**config.mk**
```make
export PLATFORM = sky130hd
export DESIGN_NAME = tour_cmd_flat
export DESIGN_NICKNAME = d
export VERILOG_FILES = /design/src/rtl/tour_cmd_if.sv /design/src/rtl/tour_cmd.sv /design/src/flat_wrapper.sv
export SDC_FILE = /design/constraint.sdc
export NUM_CORES = 1
export LEC_CHECK = 0
export CAP_MARGIN = 15
export CORE_ASPECT_RATIO = 1.4
export CORE_MARGIN = 2
export CORE_UTILIZATION = 37
export CTS_CLUSTER_SIZE = 10
export DETAILED_ROUTE_END_ITERATION = 16
export HOLD_SLACK_MARGIN = 0.12
export PLACE_DENSITY = 0.8
export SLEW_MARGIN = 20
export SYNTH_ARGS = -nofsm -noshare
export SYNTH_HDL_FRONTEND = slang
export SYNTH_SLANG_ARGS = --single-unit
```
**constraint.sdc**
```tcl
create_clock -name clk -period 1.9 [get_ports clk]
set_input_delay 0.285 -clock clk [delete_from_list [all_inputs] [get_ports clk]]
set_output_delay 0.285 -clock clk [all_outputs]
set_load 0.02 [all_outputs]
```
**src/rtl/tour_cmd_if.sv**
```systemverilog
// Handshake/bus bundle between tour_cmd, the tour solver, the UART path and the
// command consumer. slave = tour_cmd side, master = environment side.
interface tour_cmd_if;
    logic        start_tour;
    logic [7:0]  move;
    logic [4:0]  mv_indx;
    logic [15:0] cmd_UART;
    logic        cmd_rdy_UART;
    logic        clr_cmd_rdy;
    logic        clr_cmd_rdy_UART;
    logic        send_resp;
    logic [15:0] cmd;
    logic        cmd_rdy;
    logic [7:0]  resp;

    modport slave (
        input  start_tour, move, cmd_UART, cmd_rdy_UART, clr_cmd_rdy, send_resp,
        output mv_indx, clr_cmd_rdy_UART, cmd, cmd_rdy, resp
    );

    modport master (
        output start_tour, move, cmd_UART, cmd_rdy_UART, clr_cmd_rdy, send_resp,
        input  mv_indx, clr_cmd_rdy_UART, cmd, cmd_rdy, resp
    );
endinterface

```
**src/rtl/tour_cmd.sv**
```systemverilog
// Muxes UART commands or replays a solved knight's tour as Y/X leg commands.
// Optional macro TOUR_FANFARE_EN: final move's X leg uses the fanfare opcode.
module tour_cmd #(
    parameter logic [4:0] LAST_INDX = 5'd23
) (
    input logic       clk,
    input logic       rst_n,
    tour_cmd_if.slave bus
);

    typedef enum logic [2:0] {IDLE, VERT, WAIT_V, HORZ, WAIT_H} state_t;

    localparam logic [7:0] HDG_N = 8'h00;
    localparam logic [7:0] HDG_W = 8'h3F;
    localparam logic [7:0] HDG_S = 8'h7F;
    localparam logic [7:0] HDG_E = 8'hBF;
    localparam logic [3:0] OP_MOVE    = 4'b0010;
    localparam logic [3:0] OP_FANFARE = 4'b0011;

    state_t     state_q, state_d;
    logic [4:0] mv_indx_q, mv_indx_d;

    logic [7:0] y_hdg, x_hdg;
    logic [3:0] y_sq, x_sq;
    logic [3:0] x_op;
    logic       last_move;

    assign last_move   = (mv_indx_q == LAST_INDX);
    assign bus.mv_indx = mv_indx_q;

    always_ff @(posedge clk) begin
        if (!rst_n) begin
            state_q   <= IDLE;
            mv_indx_q <= '0;
        end else begin
            state_q   <= state_d;
            mv_indx_q <= mv_indx_d;
        end
    end

    always_comb begin
        state_d   = state_q;
        mv_indx_d = mv_indx_q;
        unique case (state_q)
            IDLE: begin
                if (bus.start_tour) begin
                    state_d   = VERT;
                    mv_indx_d = '0;
                end
            end
            VERT:   if (bus.clr_cmd_rdy) state_d = WAIT_V;
            WAIT_V: if (bus.send_resp)   state_d = HORZ;
            HORZ:   if (bus.clr_cmd_rdy) state_d = WAIT_H;
            WAIT_H: begin
                if (bus.send_resp) begin
                    if (last_move) begin
                        state_d = IDLE;
                    end else begin
                        state_d   = VERT;
                        mv_indx_d = mv_indx_q + 5'd1;
                    end
                end
            end
            default: state_d = IDLE;
        endcase
    end

    // Non-one-hot moves fall into default and produce null legs
    always_comb begin
        y_hdg = '0;
        y_sq  = '0;
        x_hdg = '0;
        x_sq  = '0;
        case (bus.move)
            8'h01: begin y_hdg = HDG_N; y_sq = 4'd2; x_hdg = HDG_W; x_sq = 4'd1; end
            8'h02: begin y_hdg = HDG_N; y_sq = 4'd2; x_hdg = HDG_E; x_sq = 4'd1; end
            8'h04: begin y_hdg = HDG_N; y_sq = 4'd1; x_hdg = HDG_W; x_sq = 4'd2; end
            8'h08: begin y_hdg = HDG_S; y_sq = 4'd1; x_hdg = HDG_W; x_sq = 4'd2; end
            8'h10: begin y_hdg = HDG_S; y_sq = 4'd2; x_hdg = HDG_W; x_sq = 4'd1; end
            8'h20: begin y_hdg = HDG_S; y_sq = 4'd2; x_hdg = HDG_E; x_sq = 4'd1; end
            8'h40: begin y_hdg = HDG_S; y_sq = 4'd1; x_hdg = HDG_E; x_sq = 4'd2; end
            8'h80: begin y_hdg = HDG_N; y_sq = 4'd1; x_hdg = HDG_E; x_sq = 4'd2; end
            default: ;
        endcase
    end

`ifdef TOUR_FANFARE_EN
    assign x_op = last_move ? OP_FANFARE : OP_MOVE;
`else
    assign x_op = OP_MOVE;
`endif

    always_comb begin
        bus.cmd              = bus.cmd_UART;
        bus.cmd_rdy          = bus.cmd_rdy_UART;
        bus.clr_cmd_rdy_UART = bus.clr_cmd_rdy;
        bus.resp             = 8'h5A;
        unique case (state_q)
            IDLE: bus.resp = 8'hA5;
            VERT, WAIT_V: begin
                bus.cmd              = {OP_MOVE, y_hdg, y_sq};
                bus.cmd_rdy          = (state_q == VERT);
                bus.clr_cmd_rdy_UART = 1'b0;
            end
            HORZ, WAIT_H: begin
                bus.cmd              = {x_op, x_hdg, x_sq};
                bus.cmd_rdy          = (state_q == HORZ);
                bus.clr_cmd_rdy_UART = 1'b0;
                if (state_q == WAIT_H && last_move) bus.resp = 8'hA5;
            end
            default: ;
        endcase
    end

endmodule

```
**src/flat_wrapper.sv**
```systemverilog
// flat-port wrapper written by rule: the top's interface ports become plain ports
module tour_cmd_flat 
#(
    parameter logic [4:0] LAST_INDX = 5'd23
)
  (clk, rst_n, bus_start_tour, bus_move, bus_cmd_UART, bus_cmd_rdy_UART, bus_clr_cmd_rdy, bus_send_resp, bus_mv_indx, bus_clr_cmd_rdy_UART, bus_cmd, bus_cmd_rdy, bus_resp);
  tour_cmd_if bus_i ();
  input logic clk;
  input logic rst_n;
  input wire logic [$bits(bus_i.start_tour)-1:0] bus_start_tour;
  input wire logic [$bits(bus_i.move)-1:0] bus_move;
  input wire logic [$bits(bus_i.cmd_UART)-1:0] bus_cmd_UART;
  input wire logic [$bits(bus_i.cmd_rdy_UART)-1:0] bus_cmd_rdy_UART;
  input wire logic [$bits(bus_i.clr_cmd_rdy)-1:0] bus_clr_cmd_rdy;
  input wire logic [$bits(bus_i.send_resp)-1:0] bus_send_resp;
  output wire logic [$bits(bus_i.mv_indx)-1:0] bus_mv_indx;
  output wire logic [$bits(bus_i.clr_cmd_rdy_UART)-1:0] bus_clr_cmd_rdy_UART;
  output wire logic [$bits(bus_i.cmd)-1:0] bus_cmd;
  output wire logic [$bits(bus_i.cmd_rdy)-1:0] bus_cmd_rdy;
  output wire logic [$bits(bus_i.resp)-1:0] bus_resp;
  assign bus_i.start_tour = bus_start_tour;
  assign bus_i.move = bus_move;
  assign bus_i.cmd_UART = bus_cmd_UART;
  assign bus_i.cmd_rdy_UART = bus_cmd_rdy_UART;
  assign bus_i.clr_cmd_rdy = bus_clr_cmd_rdy;
  assign bus_i.send_resp = bus_send_resp;
  assign bus_mv_indx = bus_i.mv_indx;
  assign bus_clr_cmd_rdy_UART = bus_i.clr_cmd_rdy_UART;
  assign bus_cmd = bus_i.cmd;
  assign bus_cmd_rdy = bus_i.cmd_rdy;
  assign bus_resp = bus_i.resp;
  tour_cmd #(.LAST_INDX(LAST_INDX)) u_core (.clk(clk), .rst_n(rst_n), .bus(bus_i));
endmodule
```
==> results.md, run 1 <==
* R2r endpoint: u_core.bus.mv_indx[4]
* Die Y at 65.2 microns
* CTS Hold Bufs at 0
* Max VDD drop at 0.349 mV
* Status: complete, but fails checks
* Top FF cell, synth: dfxtp_1
* TritonCTS clock tree: built
* Wire length of the first global-routing pass at 5180 microns
* Final WS setup at -0.0303 ns
* Number of global-route vias before repair at 1335
* Most common cell in the synthesized netlist: nand2_1
* Non-Filler Instances at 255
* Die X at 47.7 microns
* Nets@finish at 252
* Antenna diodes at 0
* Worst setup EP type: output port
* CP Max Fanout at 12
* Drt first pass iters at 4
* Setup crit end: bus_resp[3]
* Crit start category: register
* Core ar. at 2590 sq um
* Hold_ws at 0.512 ns
* Detail Placement HPWL at 2620 microns
* Hold Vio Cnt, Final at 0
* Total congestion overflow at 0
* Row cnt at 22
* Synth warn at 0
* Clk slew on worst S/H paths at 0.06 ns
* Avg Cell Area, Syn at 7.18 sq um
* Number of max-cap violations at 0
* Setup slack at placement at -0.822 ns
* Post-synth EDFFs at 0
* FF+latch count, synth at 8
* Sequential share of the synthesized area at 16.2%
* Clk root buf: clkbuf_4
* Reg2Reg Depth at 7
* Syn Inst Count at 138
* Slew Viols, Final at 0
* Top cells by count, synth: nand2_1 (14), a21oi_1 (8), and2_1 (8), dfxtp_1 (8), o211ai_1 (8)
* Crit path from: u_core.state_q[1]
* Number of I/O port buffers at 60
* Synthesized area at 991 sq um
* R2r startpoint: u_core.bus.mv_indx[0]
* TritonCTS Sinks at 8
* Placer congestion estimate at 0.894
* Largest cells by area after synthesis: dfxtp_1 (16%), o211ai_1 (6.1%), nand2_1 (5.3%), and2_1 (5.1%), buf_4 (4.5%)
* Min-Delay Path Class: register to register
* Async S/R FF share, synth at 0%
* Critical path type: register to output port
* Layout cells sized above 1 at 37.4%
* Drt first-iter violations at 38
* Longest Clk Path Bufs at 2
* Max Fclk at 518 MHz
* Area growth syn-to-layout at 83.8%
* Critical Path AT at 1.65 ns
* DRC at 0
* Initial antenna violation count at 0
* Relative slew slack at 79.4%
* Tmin final at 1.93 ns
* Actual slew at the worst max-slew pin at 0.308 ns
* Routed Wire Length at 3560 microns
* I/O pin total at 61
* Die area at 3110 sq um
* Largest net degree at the start of global routing at 14
* Post-synth top area cell: dfxtp_1
* Cts bufs inserted at 3
* Clock skew at 0.00137 ns
* Unique cell type count in the Yosys netlist at 42
* Static Leak at 0.763 nW
* Failing checks: setup timing
* Hold path depth at 2
* H-tree levels at 1
* Synthesized Nets at 169
* Final number of setup-violating endpoints at 2
* Worst EP required at 1.62 ns
* RSZ-0062 raised after global routing: yes
* Vias at 1397
* Latest clock arrival within the worst-skew pair at 0.27 ns
* Initial core utilization at 38.3%
* Reg2reg setup slack at 0.05 ns
* Gr usage total at 21.8%
* WL/cell at 14.0 microns
* Placed cells at 244
* Yosys top cell area share at 16.2%
* Period Utilization, post-route at 102%
* Routed Antenna Nets at 0
* DR vias/cell at 5.48
* Power density cells at 489 nW/um^2
-- cell families (layout without fill, tap and decap cells) --
| logic type | count (synthesis) | after routing | share of synthesized area [%] |
|---|---|---|---|
| simple gates | 60 | 60 | 35.4 |
| compound gates | 43 | 43 | 29.9 |
| buf+inv | 20 | 101 | 12.0 |
| fa+ha+maj | 1 | 1 | 1.26 |
| flops | 8 | 8 | 16.2 |
| xor+xnor | 6 | 6 | 5.30 |
-- flip-flops by register name (all words and copies together), names as in the netlist --
register            cells
u_core.state_q          3
u_core.bus.mv_indx      5
-- worst max-delay path: stages, from the launching register on --
cell and delay, ns:
dfxtp_4 0.36, or2_4 0.26, buf_4 0.18, a21oi_4 0.15
inv_1 0.09, dlygate4sd2_1 0.33
-- stage by stage --
| stage | power, mW | instance area, sq um | setup TNS, ns | utilization (%) |
|---|---|---|---|---|
| floorplan | 0.494 | 1000 | 0 | - |
| global placement | 0.741 | 1740 | -7.45 | 67.2 |
| detailed placement | 0.753 | 1740 | -8.16 | 67.2 |
| CTS | 0.860 | 1770 | -0.0600 | 68.3 |
| global route | 0.935 | 1820 | -0.568 | 70.4 |
| finish | 0.891 | 1820 | -0.0598 | 70.4 |
-- routing by layer --
layer  part of all wire [%]  wire (microns)  GRT usage (%)  vias up
met5                      0               0              0        -
met4                    3.0             108           11.5        0
met3                     10             359           3.30       13
met2                     52            1830           40.7       67
met1                     35            1260           21.0      651
li1                       -               -              -      666
-- power by group --
group | switching [mW] | internal, mW
registers | 0.00644 | 0.175
logic | 0.297 | 0.271
clock network | 0.0692 | 0.0730
total | 0.373 | 0.518
-- final cells by class --
type / count / area [sq um]
clock buffers: 3 / 22.5
fillers: 227 / 766
inverters: 4 / 15.0
multi-input cells: 110 / 808
flip-flops and latches: 8 / 166
well taps: 36 / 45.0
repair buffers: 94 / 764
-- worst min path at each step --
stage / from / endpoint / slack, ns
2_1_floorplan: rst_n / u_core.state_q[0] / 0.40
3_3_place_gp: u_core.bus.mv_indx[4] / u_core.bus.mv_indx[4] / 0.49
5_1_grt: u_core.bus.mv_indx[3] / u_core.bus.mv_indx[3] / 0.54
4_1_cts: u_core.bus.mv_indx[4] / u_core.bus.mv_indx[4] / 0.51
3_5_place_dp: u_core.bus.mv_indx[4] / u_core.bus.mv_indx[4] / 0.51
6_report: u_core.bus.mv_indx[3] / u_core.bus.mv_indx[3] / 0.51
-- layout by cell type (no fill, tap or decap), types with 2 or more instances in the layout --
cell and count:
a211o_1 2, a211oi_1 2, a21boi_0 3, a21oi_1 6, a22oi_2 2, and2_1 8
buf_2 15, buf_4 35, buf_6 6, clkbuf_2 3, clkbuf_4 3, clkdlybuf4s15_2 2
clkdlybuf4s50_1 26, dfxtp_1 5, dfxtp_2 2, dlygate4sd2_1 7, inv_1 4, nand2_1 14
nand3_1 4, nand3b_1 2, nor2_1 4, nor2_2 2, nor2b_1 3, nor3b_1 4
nor4_1 2, nor4b_1 3, o211ai_1 8, o21a_1 2, o21ai_0 7, o31ai_1 4
or4_1 4, xnor2_2 2, xor2_1 3
-- timing repair --
item | in CTS | in global routing
pin swaps | 10 | 7
hold endpoints to repair | 0 | 0
endpoints found under the setup margin | 26 | 27
gates cloned | 0 | 1
resized for setup | 122 | 24
setup buffers | 5 | 2
(Power assumes the default switching activity.)
==> inputs of run 2 (changes only) <==
--- a/config.mk
+++ b/config.mk
@@ -8,11 +8,11 @@
 export CAP_MARGIN = 15
 export CORE_ASPECT_RATIO = 1.4
 export CORE_MARGIN = 2
-export CORE_UTILIZATION = 37
+export CORE_UTILIZATION = 40
 export CTS_CLUSTER_SIZE = 10
 export DETAILED_ROUTE_END_ITERATION = 16
 export HOLD_SLACK_MARGIN = 0.12
-export PLACE_DENSITY = 0.8
+export PLACE_DENSITY = 0.86
 export SLEW_MARGIN = 20
 export SYNTH_ARGS = -nofsm -noshare
 export SYNTH_HDL_FRONTEND = slang
==> constraint.sdc (replaced) <==
create_clock -name clk -period 2.4 [get_ports clk]
set_input_delay 0.36 -clock clk [delete_from_list [all_inputs] [get_ports clk]]
set_output_delay 0.36 -clock clk [all_outputs]
set_load 0.02 [all_outputs]
==> run 2 against run 1 <==
  * The run now ends clean
  * Non-clock buffer count is 12 lower
  * Hold slack worse by 0.0024 ns
  * Power is 25% lower
  * Routed wire length is 3.1% lower
  * Cell count is 9.8% lower
  * Register-to-register slack better by 0.43 ns
  * Core utilization is 3.4 points higher
  * Clock skew is 0.0033 ns higher
  * Critical path type unchanged
==> results.md, run 2 (same netlist as run 1, synthesis figures left out) <==
* Power density cells at 383 nW/um^2
* Drt first-iter violations at 32
* TritonCTS Sinks at 8
* Setup slack at placement at -0.424 ns
* Antenna diodes at 0
* Worst EP required at 2.04 ns
* Clock skew at 0.00466 ns
* Core ar. at 2360 sq um
* Non-Filler Instances at 230
* Reg2reg setup slack at 0.48 ns
* Placer congestion estimate at 0.840
* Most common cell after layout, fill and taps aside: clkdlybuf4s50_1
* CP Depth at 4
* Nets@finish at 240
* Latest clock arrival within the worst-skew pair at 0.26 ns
* R2r endpoint: u_core.bus.mv_indx[4]
* Initial antenna violation count at 0
* Worst setup EP type: output port
* Final WS setup at 0.0747 ns
* Layout cells sized above 1 at 19.8%
* Min-Delay Path Class: register to register
* Clk root buf: clkbuf_4
* Total power at 0.668 mW
* Final number of setup-violating endpoints at 0
* Gr usage total at 22.7%
* Die area at 2900 sq um
* Number of I/O port buffers at 60
* Longest Clk Path Bufs at 2
* CTS Hold Bufs at 0
* Comb power frac at 62.0%
* Initial core utilization at 41.9%
* Clock power share at 16.1%
* Multi-input logic area at 756 sq um
* Number of fill cells in the layout at 182
* Detail Placement HPWL at 2490 microns
* Relative slew slack at 57.5%
* Most frequent cells in the layout: clkdlybuf4s50_1 (30), buf_4 (21), nand2_1 (14), dlymetal6s2s_1 (14)
* Critical Path AT at 1.97 ns
* Static Leak at 0.829 nW
* Max Fclk at 430 MHz
* Routed Antenna Nets at 0
* Clk slew on worst S/H paths at 0.05 ns
* Largest register FFs at 5
* Slew Viols, Final at 0
* Setup crit end: bus_resp[2]
* DR vias/cell at 5.74
* Vias at 1320
* Drt first pass iters at 4
* Max stage delay on crit path at 0.64 ns
* Status: finished clean
* Actual slew at the worst max-slew pin at 0.635 ns
* Tmin final at 2.33 ns
* Largest net degree at the start of global routing at 17
* Die Y at 62.9 microns
* Hold Vio Cnt, Final at 0
* Period Utilization, post-route at 96.9%
* Worst Path Buf+Inv at 1
* RSZ-0062 raised after global routing: no
* Internal power at 0.395 mW
* Die X at 46.1 microns
* Critical path type: register to output port
* Number of global-route vias before repair at 1237
* Area growth syn-to-layout at 76.0%
* Cell breakdown of the critical path: ha_1 -> nand4b_1 -> a21oi_2 -> clkdlybuf4s50_1
* Register area at 160 sq um
* Total congestion overflow at 0
* Sw Ratio at 40.8%
* Placed cells at 225
* Switching pwr at 0.273 mW
* Crit path from: u_core.bus.mv_indx[0]
* CP Max Fanout at 5
* Reg2Reg Depth at 6
* Max VDD drop at 0.312 mV
* R2r startpoint: u_core.bus.mv_indx[0]
* Sequential share of power at 21.9%
* WL/cell at 15.0 microns
* Final Util at 73.8%
* I/O pin total at 61
* Crit start category: register
* H-tree levels at 1
* Wire length of the first global-routing pass at 5160 microns
* Row cnt at 21
* Slowest-stage cell, CP: clkdlybuf4s50_1
* Number of max-cap violations at 0
* Cts bufs inserted at 3
* TritonCTS clock tree: built
* DRC at 0
* Top delay family on crit path: buffers and inverters
* Routed Wire Length at 3450 microns
run 2: what timing repair did:
action,4_1_cts,5_1_grt
pin swaps,1,2
endpoints found under the setup margin,18,23
resized for setup,37,25
setup buffers,1,1
run 2: through the flow:
step / hold WS (ns) / cell area (sq um) / TNS, ns
2_1_floorplan: 0.478 / 991 / 0
3_3_place_gp: 0.479 / 1670 / -3.44
3_5_place_dp: 0.496 / 1670 / -3.60
4_1_cts: 0.507 / 1700 / -0.00465
5_1_grt: 0.546 / 1740 / 0
6_report: 0.510 / 1740 / 0
run 2: tightest hold or removal path: stages (launching register included):
cell,delay (ns)
dfxtp_1,0.33
o31ai_1,0.07
a21oi_1,0.06
run 2: power by group through the flow:
stage	clock network, mW	logic [mW]	registers [mW]
6_report	0.108	0.414	0.146
4_1_cts	0.108	0.423	0.146
3_3_place_gp	0	0.424	0.149
5_1_grt	0.119	0.440	0.147
3_5_place_dp	0	0.430	0.149
2_1_floorplan	0	0.242	0.146
run 2: layer usage:
metal / GRT usage (%) / up-vias / share of wire (%)
met5: 0 / - / 0
met4: 7.86 / 0 / 2.4
met3: 4.05 / 9 / 9.8
met2: 41.0 / 63 / 50
met1: 24.6 / 602 / 38
li1: - / 646 / -
run 2: area by class of cell:
class / count / share of cell area, %
clock buffers: 3 / 1.29
inverters: 4 / 0.861
multi-input cells: 110 / 43.3
flip-flops and latches: 8 / 9.18
well taps: 23 / 1.65
repair buffers: 82 / 43.7
run 2: how the worst min path moves through the flow:
stage	from	end	slack [ns]	cells past startpoint
6_report	u_core.bus.mv_indx[4]	u_core.bus.mv_indx[4]	0.51	2
5_1_grt	u_core.bus.mv_indx[4]	u_core.bus.mv_indx[4]	0.55	2
4_1_cts	u_core.bus.mv_indx[4]	u_core.bus.mv_indx[4]	0.51	2
3_5_place_dp	u_core.bus.mv_indx[4]	u_core.bus.mv_indx[4]	0.50	2
3_3_place_gp	u_core.bus.mv_indx[4]	u_core.bus.mv_indx[4]	0.48	2
2_1_floorplan	rst_n	u_core.state_q[0]	0.48	1
